--- src/rtl/b10_stim_pkg.sv ---
// Shared types and opcode field positions for the b10 stimulus sequencer.
package b10_stim_pkg;

    typedef enum logic [1:0] {
        IDLE = 2'd0,
        RUN  = 2'd1,
        DONE = 2'd2
    } state_e;

    localparam int R_BTN_B = 0;
    localparam int G_BTN_B = 1;
    localparam int KEY_B   = 2;
    localparam int START_B = 3;
    localparam int TEST_B  = 4;
    localparam int RTS_B   = 5;
    localparam int RTR_B   = 6;
    localparam int VIN_LSB = 7;
    localparam int VIN_MSB = 10;
    localparam int OBS_B   = 11;

    typedef struct packed {
        logic       obs;
        logic [3:0] v_in;
        logic       rtr;
        logic       rts;
        logic       test;
        logic       start_o;
        logic       key;
        logic       g_button;
        logic       r_button;
    } opcode_t;

endpackage

--- src/rtl/b10_stim_sequencer_ram.sv ---
// Opcode store: one synchronous write port, combinational read, no reset.
module b10_stim_ram #(
    parameter int DEPTH  = 64,
    parameter int OP_W   = 12,
    parameter int ADDR_W = $clog2(DEPTH)
) (
    input  logic              clock,
    input  logic              we,
    input  logic [ADDR_W-1:0] waddr,
    input  logic [OP_W-1:0]   wdata,
    input  logic [ADDR_W-1:0] raddr,
    output logic [OP_W-1:0]   rdata
);

    logic [OP_W-1:0] mem_q [DEPTH];

    always_ff @(posedge clock) begin
        if (we) begin
            mem_q[waddr] <= wdata;
        end
    end

    assign rdata = mem_q[raddr];

endmodule

--- src/rtl/b10_stim_sequencer.sv ---
// Opcode replayer driving the b10 voting controller inputs from a host-loaded RAM.
//   state | meaning
//   IDLE  | waiting for start, outputs 0
//   RUN   | stepping pc one word per clock (pause freezes)
//   DONE  | last word replayed, done held until start/abort
module b10_stim_sequencer
    import b10_stim_pkg::*;
#(
    parameter int DEPTH  = 64,
    parameter int OP_W   = 12,
    parameter int ADDR_W = $clog2(DEPTH)
) (
    input  logic              clock,
    input  logic              reset,
    input  logic              wr_en,
    input  logic [ADDR_W-1:0] wr_addr,
    input  logic [OP_W-1:0]   wr_data,
    output logic              wr_err,
    input  logic              start,
    input  logic              abort,
    input  logic              pause,
    input  logic              loop_en,
    input  logic [ADDR_W:0]   run_len,
    output logic              busy,
    output logic              done,
    output logic [ADDR_W-1:0] pc,
    output logic [7:0]        loop_cnt,
    output logic              r_button,
    output logic              g_button,
    output logic              key,
    output logic              start_o,
    output logic              test,
    output logic              rts,
    output logic              rtr,
    output logic [3:0]        v_in,
    output logic              obs
);

    localparam logic [1:0]    S_IDLE   = 2'(IDLE);
    localparam logic [1:0]    S_RUN    = 2'(RUN);
    localparam logic [1:0]    S_DONE   = 2'(DONE);
    localparam logic [ADDR_W:0] DEPTH_L = (ADDR_W+1)'(DEPTH);

    logic [1:0]        state_q, state_d;
    logic [ADDR_W-1:0] pc_q, pc_d;
    logic [7:0]        loop_cnt_q, loop_cnt_d;
    logic [ADDR_W:0]   len_q, len_d;
    logic              loop_q, loop_d;
    logic [OP_W-1:0]   out_q, out_d;
    logic              wr_err_q, wr_err_d;

    logic [OP_W-1:0]   rd_data;
    opcode_t           rd_word;
    logic [ADDR_W:0]   eff_len;
    logic              last_word;
    logic              ram_we;

    assign ram_we = wr_en && (state_q != S_RUN);

    b10_stim_ram #(
        .DEPTH  (DEPTH),
        .OP_W   (OP_W),
        .ADDR_W (ADDR_W)
    ) u_ram (
        .clock (clock),
        .we    (ram_we),
        .waddr (wr_addr),
        .wdata (wr_data),
        .raddr (pc_q),
        .rdata (rd_data)
    );

    assign rd_word   = opcode_t'(rd_data);
    assign eff_len   = (run_len > DEPTH_L) ? DEPTH_L : run_len;
    assign last_word = ({1'b0, pc_q} == (len_q - (ADDR_W+1)'(1)));

    always_comb begin
        state_d    = state_q;
        pc_d       = pc_q;
        loop_cnt_d = loop_cnt_q;
        len_d      = len_q;
        loop_d     = loop_q;
        out_d      = out_q;
        wr_err_d   = wr_en && (state_q == S_RUN);

        if (abort) begin
            state_d = S_IDLE;
            out_d   = '0;
        end else begin
            case (state_q)
                S_IDLE, S_DONE: begin
                    // Clearing here makes the final word visible for exactly one cycle.
                    out_d = '0;
                    if (start && (eff_len != '0)) begin
                        state_d    = S_RUN;
                        pc_d       = '0;
                        loop_cnt_d = '0;
                        len_d      = eff_len;
                        loop_d     = loop_en;
                    end
                end
                S_RUN: begin
                    if (!pause) begin
                        out_d = rd_word;
                        if (last_word) begin
                            if (loop_q) begin
                                pc_d = '0;
                                if (loop_cnt_q != 8'hFF) begin
                                    loop_cnt_d = loop_cnt_q + 8'd1;
                                end
                            end else begin
                                state_d = S_DONE;
                            end
                        end else begin
                            pc_d = pc_q + ADDR_W'(1);
                        end
                    end
                end
                default: begin
                    state_d = S_IDLE;
                    out_d   = '0;
                end
            endcase
        end
    end

    always_ff @(posedge clock) begin
        if (reset) begin
            state_q    <= S_IDLE;
            pc_q       <= '0;
            loop_cnt_q <= '0;
            len_q      <= '0;
            loop_q     <= 1'b0;
            out_q      <= '0;
            wr_err_q   <= 1'b0;
        end else begin
            state_q    <= state_d;
            pc_q       <= pc_d;
            loop_cnt_q <= loop_cnt_d;
            len_q      <= len_d;
            loop_q     <= loop_d;
            out_q      <= out_d;
            wr_err_q   <= wr_err_d;
        end
    end

    assign busy     = (state_q == S_RUN);
    assign done     = (state_q == S_DONE);
    assign pc       = pc_q;
    assign loop_cnt = loop_cnt_q;
    assign wr_err   = wr_err_q;
    assign r_button = out_q[R_BTN_B];
    assign g_button = out_q[G_BTN_B];
    assign key      = out_q[KEY_B];
    assign start_o  = out_q[START_B];
    assign test     = out_q[TEST_B];
    assign rts      = out_q[RTS_B];
    assign rtr      = out_q[RTR_B];
    assign v_in     = out_q[VIN_MSB:VIN_LSB];
    assign obs      = out_q[OBS_B];

endmodule

--- config.mk ---
export PLATFORM = sky130hd
export DESIGN_NAME = b10_stim_sequencer
export DESIGN_NICKNAME = d
export VERILOG_FILES = /design/src/rtl/b10_stim_pkg.sv /design/src/rtl/b10_stim_sequencer_ram.sv /design/src/rtl/b10_stim_sequencer.sv
export SDC_FILE = /design/constraint.sdc
export NUM_CORES = 1
export LEC_CHECK = 0
export CAP_MARGIN = 10
export CELL_PAD_IN_SITES_DETAIL_PLACEMENT = 1
export CELL_PAD_IN_SITES_GLOBAL_PLACEMENT = 2
export CORE_MARGIN = 10
export CORE_UTILIZATION = 30
export CTS_CLUSTER_SIZE = 25
export DETAILED_ROUTE_END_ITERATION = 16
export PLACE_DENSITY = 0.61
export SLEW_MARGIN = 20
export SYNTH_ARGS = -nofsm -noshare
export SYNTH_HDL_FRONTEND = slang
export SYNTH_SLANG_ARGS = --single-unit
export TNS_END_PERCENT = 100
--- constraint.sdc ---
create_clock -name clock -period 3.5 [get_ports clock]
set_clock_uncertainty 0.2 [all_clocks]
set_input_delay 0.525 -clock clock [delete_from_list [all_inputs] [get_ports clock]]
set_output_delay 0.525 -clock clock [all_outputs]
set_load 0.05 [all_outputs]
== After elaboration in Yosys (flattened, before gate mapping) ==
Memories as Yosys holds them, arrays and structs flattened. A register that Yosys moved wholly into a read port is not among the register bits.
Cells that the tools add are included.

* Reduce and logical (&&, ||, !) cells: 14
* Muxes and demuxes: 19
* Add/subtract/negate cells: 3
* Eq/ne operators: 12
* Magnitude comparators: 1
* Bitwise operators: 2

{| class="wikitable"
|+ Operators with widths
! kind !! count
|-
| $mux W8 || 5
|-
| $mux W6 || 4
|-
| $pmux W8 S2 || 1
|-
| $pmux W6 S2 || 1
|-
| $add A8 B1 Y8 const B || 1
|-
| $mux W2 || 4
|-
| $ne A2 B1 Y1 const B || 4
|-
| $ne A8 B8 Y1 const B || 1
|-
| $eq A6 B7 Y1 || 1
|-
| $gt A7 B7 Y1 const B || 1
|-
| $mux W7 || 1
|-
| $reduce_and A7 Y1 || 1
|-
| $reduce_bool A7 Y1 || 1
|-
| $sub A7 B1 Y7 const B || 1
|-
| $add A6 B1 Y6 const B || 1
|-
| $ne A2 B2 Y1 const B || 3
|-
| $reduce_and A5 Y1 || 1
|-
| $pmux W2 S2 || 1
|-
| $reduce_and A4 Y1 || 1
|-
| $reduce_or A2 Y1 || 2
|-
| $logic_and A1 B1 Y1 || 3
|-
| $ne A3 B3 Y1 const B || 1
|-
| $reduce_and A3 Y1 || 1
|-
| $reduce_or A3 Y1 || 1
|-
| 7 further kinds || 9
|}

* Output and inout port bits: 29
* Input bits: 32
* Bits in writable memories: 768
* Memories: 1
* Register bits: 25
* Logic and storage cells: 58

{| class="wikitable"
|+ Memories
! memory !! depth !! bits a word !! read ports !! clocked after memory_dff !! wr ports !! line !! source
|-
| u_ram.mem_q || 64 || 12 || 1 || 1 || 1 || b10_stim_sequencer_ram.sv:15 || <nowiki>logic [OP_W-1:0] mem_q [DEPTH];</nowiki>
|}

== Longest topological paths before layout ==
* Word-level depth: 6
* Gate-level depth with buffers: 10
* Depth with buffers taken out: 8

== Cells and area by module ==
A second synthesis with hierarchy kept.

* Cells, all modules: 1550
* Area total of the unflattened synthesis: 31520.2 µm²

{| class="wikitable"
|+ By module, submodules not included
! module !! cells each !! area an instance (µm²) !! instances !! seq. area each (µm²)
|-
| b10_stim_ram || 1327 || 29610.9 || 1 || 23062.1
|-
| b10_stim_sequencer || 223 || 1909.3 || 1 || 740.7
|}

== Worst setup path after synthesis ==
OpenSTA, ideal clock, no wires.

* Path kind: flip-flop to flip-flop
* Start: register pc_q[0], in the netlist pc[0]
* End: register out_q[3] (read register of u_ram.mem_q)
* Data required time: 3.172 ns
* Stages on the path, launching flop included: 9
* Clock period less this slack: 3.106 ns
* Library setup time: 0.128 ns
* Arrival: 2.778 ns
* Path slack: 0.394 ns
* Buffers on the path: 2
* Cells stage by stage: dfxtp_1 > buf_2 > buf_1 > mux4_2 > mux4_2 > mux2i_1 > nor2_1 > a21oi_1 > o21ai_0

{| class="wikitable"
|+ RTL lines
! what !! line !! source
|-
| start: declaration || b10_stim_sequencer.sv:45 || <nowiki>logic [ADDR_W-1:0] pc_q, pc_d;</nowiki>
|-
| start signal: assignment || b10_stim_sequencer.sv:138 || <nowiki>pc_q <= pc_d;</nowiki>
|-
| end: declaration || b10_stim_sequencer.sv:49 || <nowiki>logic [OP_W-1:0] out_q, out_d;</nowiki>
|}

== Worst setup path after layout ==
* Start: register state_q[1]
* End: output port busy

* Cells in the longest elaborated chain, start to end: 1

{| class="wikitable"
|+ RTL lines
! what !! line !! source
|-
| start: declaration || b10_stim_sequencer.sv:44 || <nowiki>logic [1:0] state_q, state_d;</nowiki>
|-
| start signal: assignment || b10_stim_sequencer.sv:137 || <nowiki>state_q <= state_d;</nowiki>
|-
| $eq A2 B1 Y1 || b10_stim_sequencer.sv:147 || <nowiki>assign busy = (state_q == S_RUN);</nowiki>
|-
| end: declaration || b10_stim_sequencer.sv:24 || <nowiki>output logic busy,</nowiki>
|}

No other way between the ends.

==> metrics.md <==
| Metric | Value |
|---|---|
| Vias/cell | 4.95 |
| Share of flip-flops with an asynchronous set or reset | 0 |
| Max-Cap Viols | 0 |
| CTS root buf | clkbuf_16 |
| TritonCTS clock tree | built |
| Area Growth Syn to Fin | 18.8% |
| CP Capture Type | output port |
| Hold_ws | about 180 ps |
| Post-Synth Adder-Cell Area | 0.00120 |
| Family with the most delay on the worst path | buffers and inverters |
| Number of distinct library cells after synthesis | 60 |
| Total track usage | 0.135 |
| Routed wire length | 80,400 um |
| Clock-pin slew on the worst setup and hold paths | roughly 60 ps |
| Status | finished, final reports clean |
| Flop pwr share | 0.517 |
| Vias in the first global route | 16,300 |
| Clock sinks | 805 |
| Worst slack at placement | 73.7 ps |
| Grt ovf | 0 |
| HP Class | in -> reg |
| Flop2flop setup slack | 230 ps |
| Synth Flop Type | edfxtp_1 |
| Pre-antenna DRT Iters | 7 |
| Detail Route Antenna Nets | 0 |
| Final min period | 3280 ps |
| CTS Buffer Depth | 3 |
| Routed len/inst | 26.1 um |
| Final setup TNS | 0 ps |
| Yosys reg bits | between 800 and 900 |
| DRC Markers | 0 |
| Post-DP HPWL | 50,200 um |
| Clock share of power | 0.441 |
| Die W | 344 um |
| Clock latency on the worst-skew pair | around 650 ps |
| Ys Warns | 0 |
| Worst path buffer plus inverter count | 3 |
| Data required, critical path | 2770 ps |
| CP arrival | 2560 ps |
| Total number of vias | ~15,000 |
| Main combinational cell family by area after synthesis | multiplexers |
| First DRT Iteration DRCs | 1,272 |
| Reg2reg end | out_q[9]$_SDFFE_PP0N_ |
| PnR worst setup slack | 220 ps |
| Power Dens Cells | 550 nW/um^2 |
| Area occupied by multi-input gates | 7280 um^2 |
| Commonest non-fill, non-tap cell in the layout | edfxtp_1 |
| Max VDD drop | 0.000295 V |
| CTS H-Tree Depth | 3 |
| Slew Limit Fails | 0 |
| Hold EP | u_ram.mem_q[58][1]$_DFFE_PP_ |
| Min-delay src | wr_data[1] |
| Fmax | 0.305 GHz |
| Wire length of the first global-routing pass | 118,000 um |
| Layout cells sized above 1 | 0.310 |
| Synth Area in Compound Gates | 0.0208 |
| Initial core utilization | 0.303 |
| RSZ-0062 raised after global routing | false |
| Nets | 1,665 |
| Syn Inst Count | around 1,400 |
| Placer Congestion | between 0.7 and 0.8 |
| Final core occ | 0.359 |
| Max-slew headroom | 0.321 |
| Die height | approximately 340 um |
| Fillers | 10,100 |
| Initial antenna violation count | 2 |
| Syn Nets | 1,471 |
| Largest net degree at the start of global routing | 69 |
| Switching Share | 0.209 |
| Die area | 118,000 um^2 |
| Post-synth EDFFs | 768 |
| Worst r2r src | pc[0]$_SDFFE_PP0P_ |
| Port Buffers | 60 |
| I/O pin cnt | 61 |
| Register area share after synthesis | 0.758 |
| Setup crit start kind | flip-flop |
| Leakage power | 11.3 nW |
| Hold Vio Cnt, Final | 0 |
| Cell at the slowest stage of the critical path | clkdlybuf4s50_1 |
| CTS Buf Count | 85 |
| Num rows | 118 |
| Mean Syn Cell Area | 21.9 um^2 |
| Crit Path Category | reg -> out |
| Setup violators final | 0 |
| Mapped cell area | 31,400 um^2 |
| CORE AREA | approximately 100,000 um^2 |
| Internal | between 15 and 20 mW |
| Worst Hold Depth | 1 |
| CP Max Fanout | 12 |
| XOR/XNOR share of the synthesized area | 0.00167 |
| CTS Hold Bufs | 0 |
| Worst R2R Path Depth | 6 |
| Combinational cell fraction of total power | 0.041 |
| Actual slew at the worst max-slew pin | approximately 1000 ps |
| Most frequent cells in the layout | edfxtp_1 (768), mux4_2 (240), buf_4 (109) |
| Slowest stage delay, CP | 780 ps |
| Net load switching power | 4.29 mW |
| Multiplexer share of the synthesized area | 0.177 |
| CP cell instances | nand2b_1, buf_4, clkinv_1, clkdlybuf4s50_1 |
| Total power | 20.5 mW |
| Reg area | between 20,000 and 25,000 um^2 |
| Tcrit/Tclk final | 0.937 |
| Simple-Gate Fraction of Synth Area | 0.0300 |
[power by group through the flow]
stage               clock network (mW)  logic (mW)  registers (mW)
finish                            9.05       0.849            10.6
global placement                     0       0.841            10.8
floorplan                            0       0.442            10.8
global route                      9.71       0.920            10.6
CTS                               9.31       0.864            10.6
detailed placement                   0       0.862            10.8
[how the worst max path moves through the flow]
stage                             from                     end  slack, ps  cells after the start
4_1_cts             pc[0]$_SDFFE_PP0P_  out_q[10]$_SDFFE_PP0N_         60                      6
6_report       state_q[1]$_SDFFE_PP0P_                    busy        220                      4
3_5_place_dp        pc[0]$_SDFFE_PP0P_  out_q[10]$_SDFFE_PP0N_         70                      6
5_1_grt             pc[0]$_SDFFE_PP0P_   out_q[1]$_SDFFE_PP0N_          7                      6
3_3_place_gp        pc[0]$_SDFFE_PP0P_  out_q[11]$_SDFFE_PP0N_         60                      6
2_1_floorplan       pc[0]$_SDFFE_PP0P_   out_q[3]$_SDFFE_PP0N_        390                      8
[synth_stat cells (8+ instances only)]
library cell / count / area, um^2
buf_1: 8 / 30.0
nand3_1: 12 / 60.1
edfxtp_1: 768 / 23100
nand3b_1: 10 / 75.1
nor2_1: 83 / 312
clkbuf_1: 44 / 165
o21ai_0: 18 / 90.1
mux2i_1: 16 / 160
a32o_1: 8 / 80.1
mux4_2: 240 / 5410
and3_1: 9 / 56.3
a21oi_1: 30 / 150
dfxtp_1: 37 / 741
nand2_1: 31 / 116
buf_2: 22 / 110
[metal layers]
metal | wire, um | up-vias | GRT usage
met5 | 0 | - | 0
met4 | 1360 | 0 | 0.0294
met3 | 5070 | 93 | 0.0331
met2 | 37300 | 398 | 0.210
met1 | 36700 | 8259 | 0.191
li1 | - | 6489 | -
[layout make-up]
class	count	share of cell area
diodes	1	0.0000671
clock buffers	100	0.0594
clock inverters	57	0.0164
inverters	7	0.000704
multi-input cells	548	0.195
flip-flops and latches	805	0.638
well taps	1380	0.0463
repair buffers	183	0.0438
[repair_timing]
item / CTS / global route
setup endpoints to repair: 0 / 4
buffers inserted: 0 / 1
gates resized for setup: 0 / 3
[metrics by stage]
| stage | cells | instance area (um^2) |
|---|---|---|
| final | 3081 | 37300 |
| after global routing | 3080 | 37300 |
| after global placement | 2922 | 34500 |
| after CTS | 3079 | 37300 |
| after detailed placement | 2922 | 34500 |
| after floorplan | 1436 | 31400 |
[logic make-up (layout without fill, tap and decap cells)]
kind of cell    Yosys count  count (layout)
flops                   805             805
mux                     256             256
simple gates            190             190
compound gates           93              93
buf+inv                  83             347
xor+xnor                  6               6
fa+ha+maj                 3               3
other cells               0               1
[sequential cells by signal, summed over array words and instances (netlist names)]
name,count
len_q,7
loop_cnt,8
loop_q,1
out_q,12
pc,6
state_q,2
u_ram.mem_q,768
wr_err,1
Note: power is estimated with default switching activity, not from simulation.
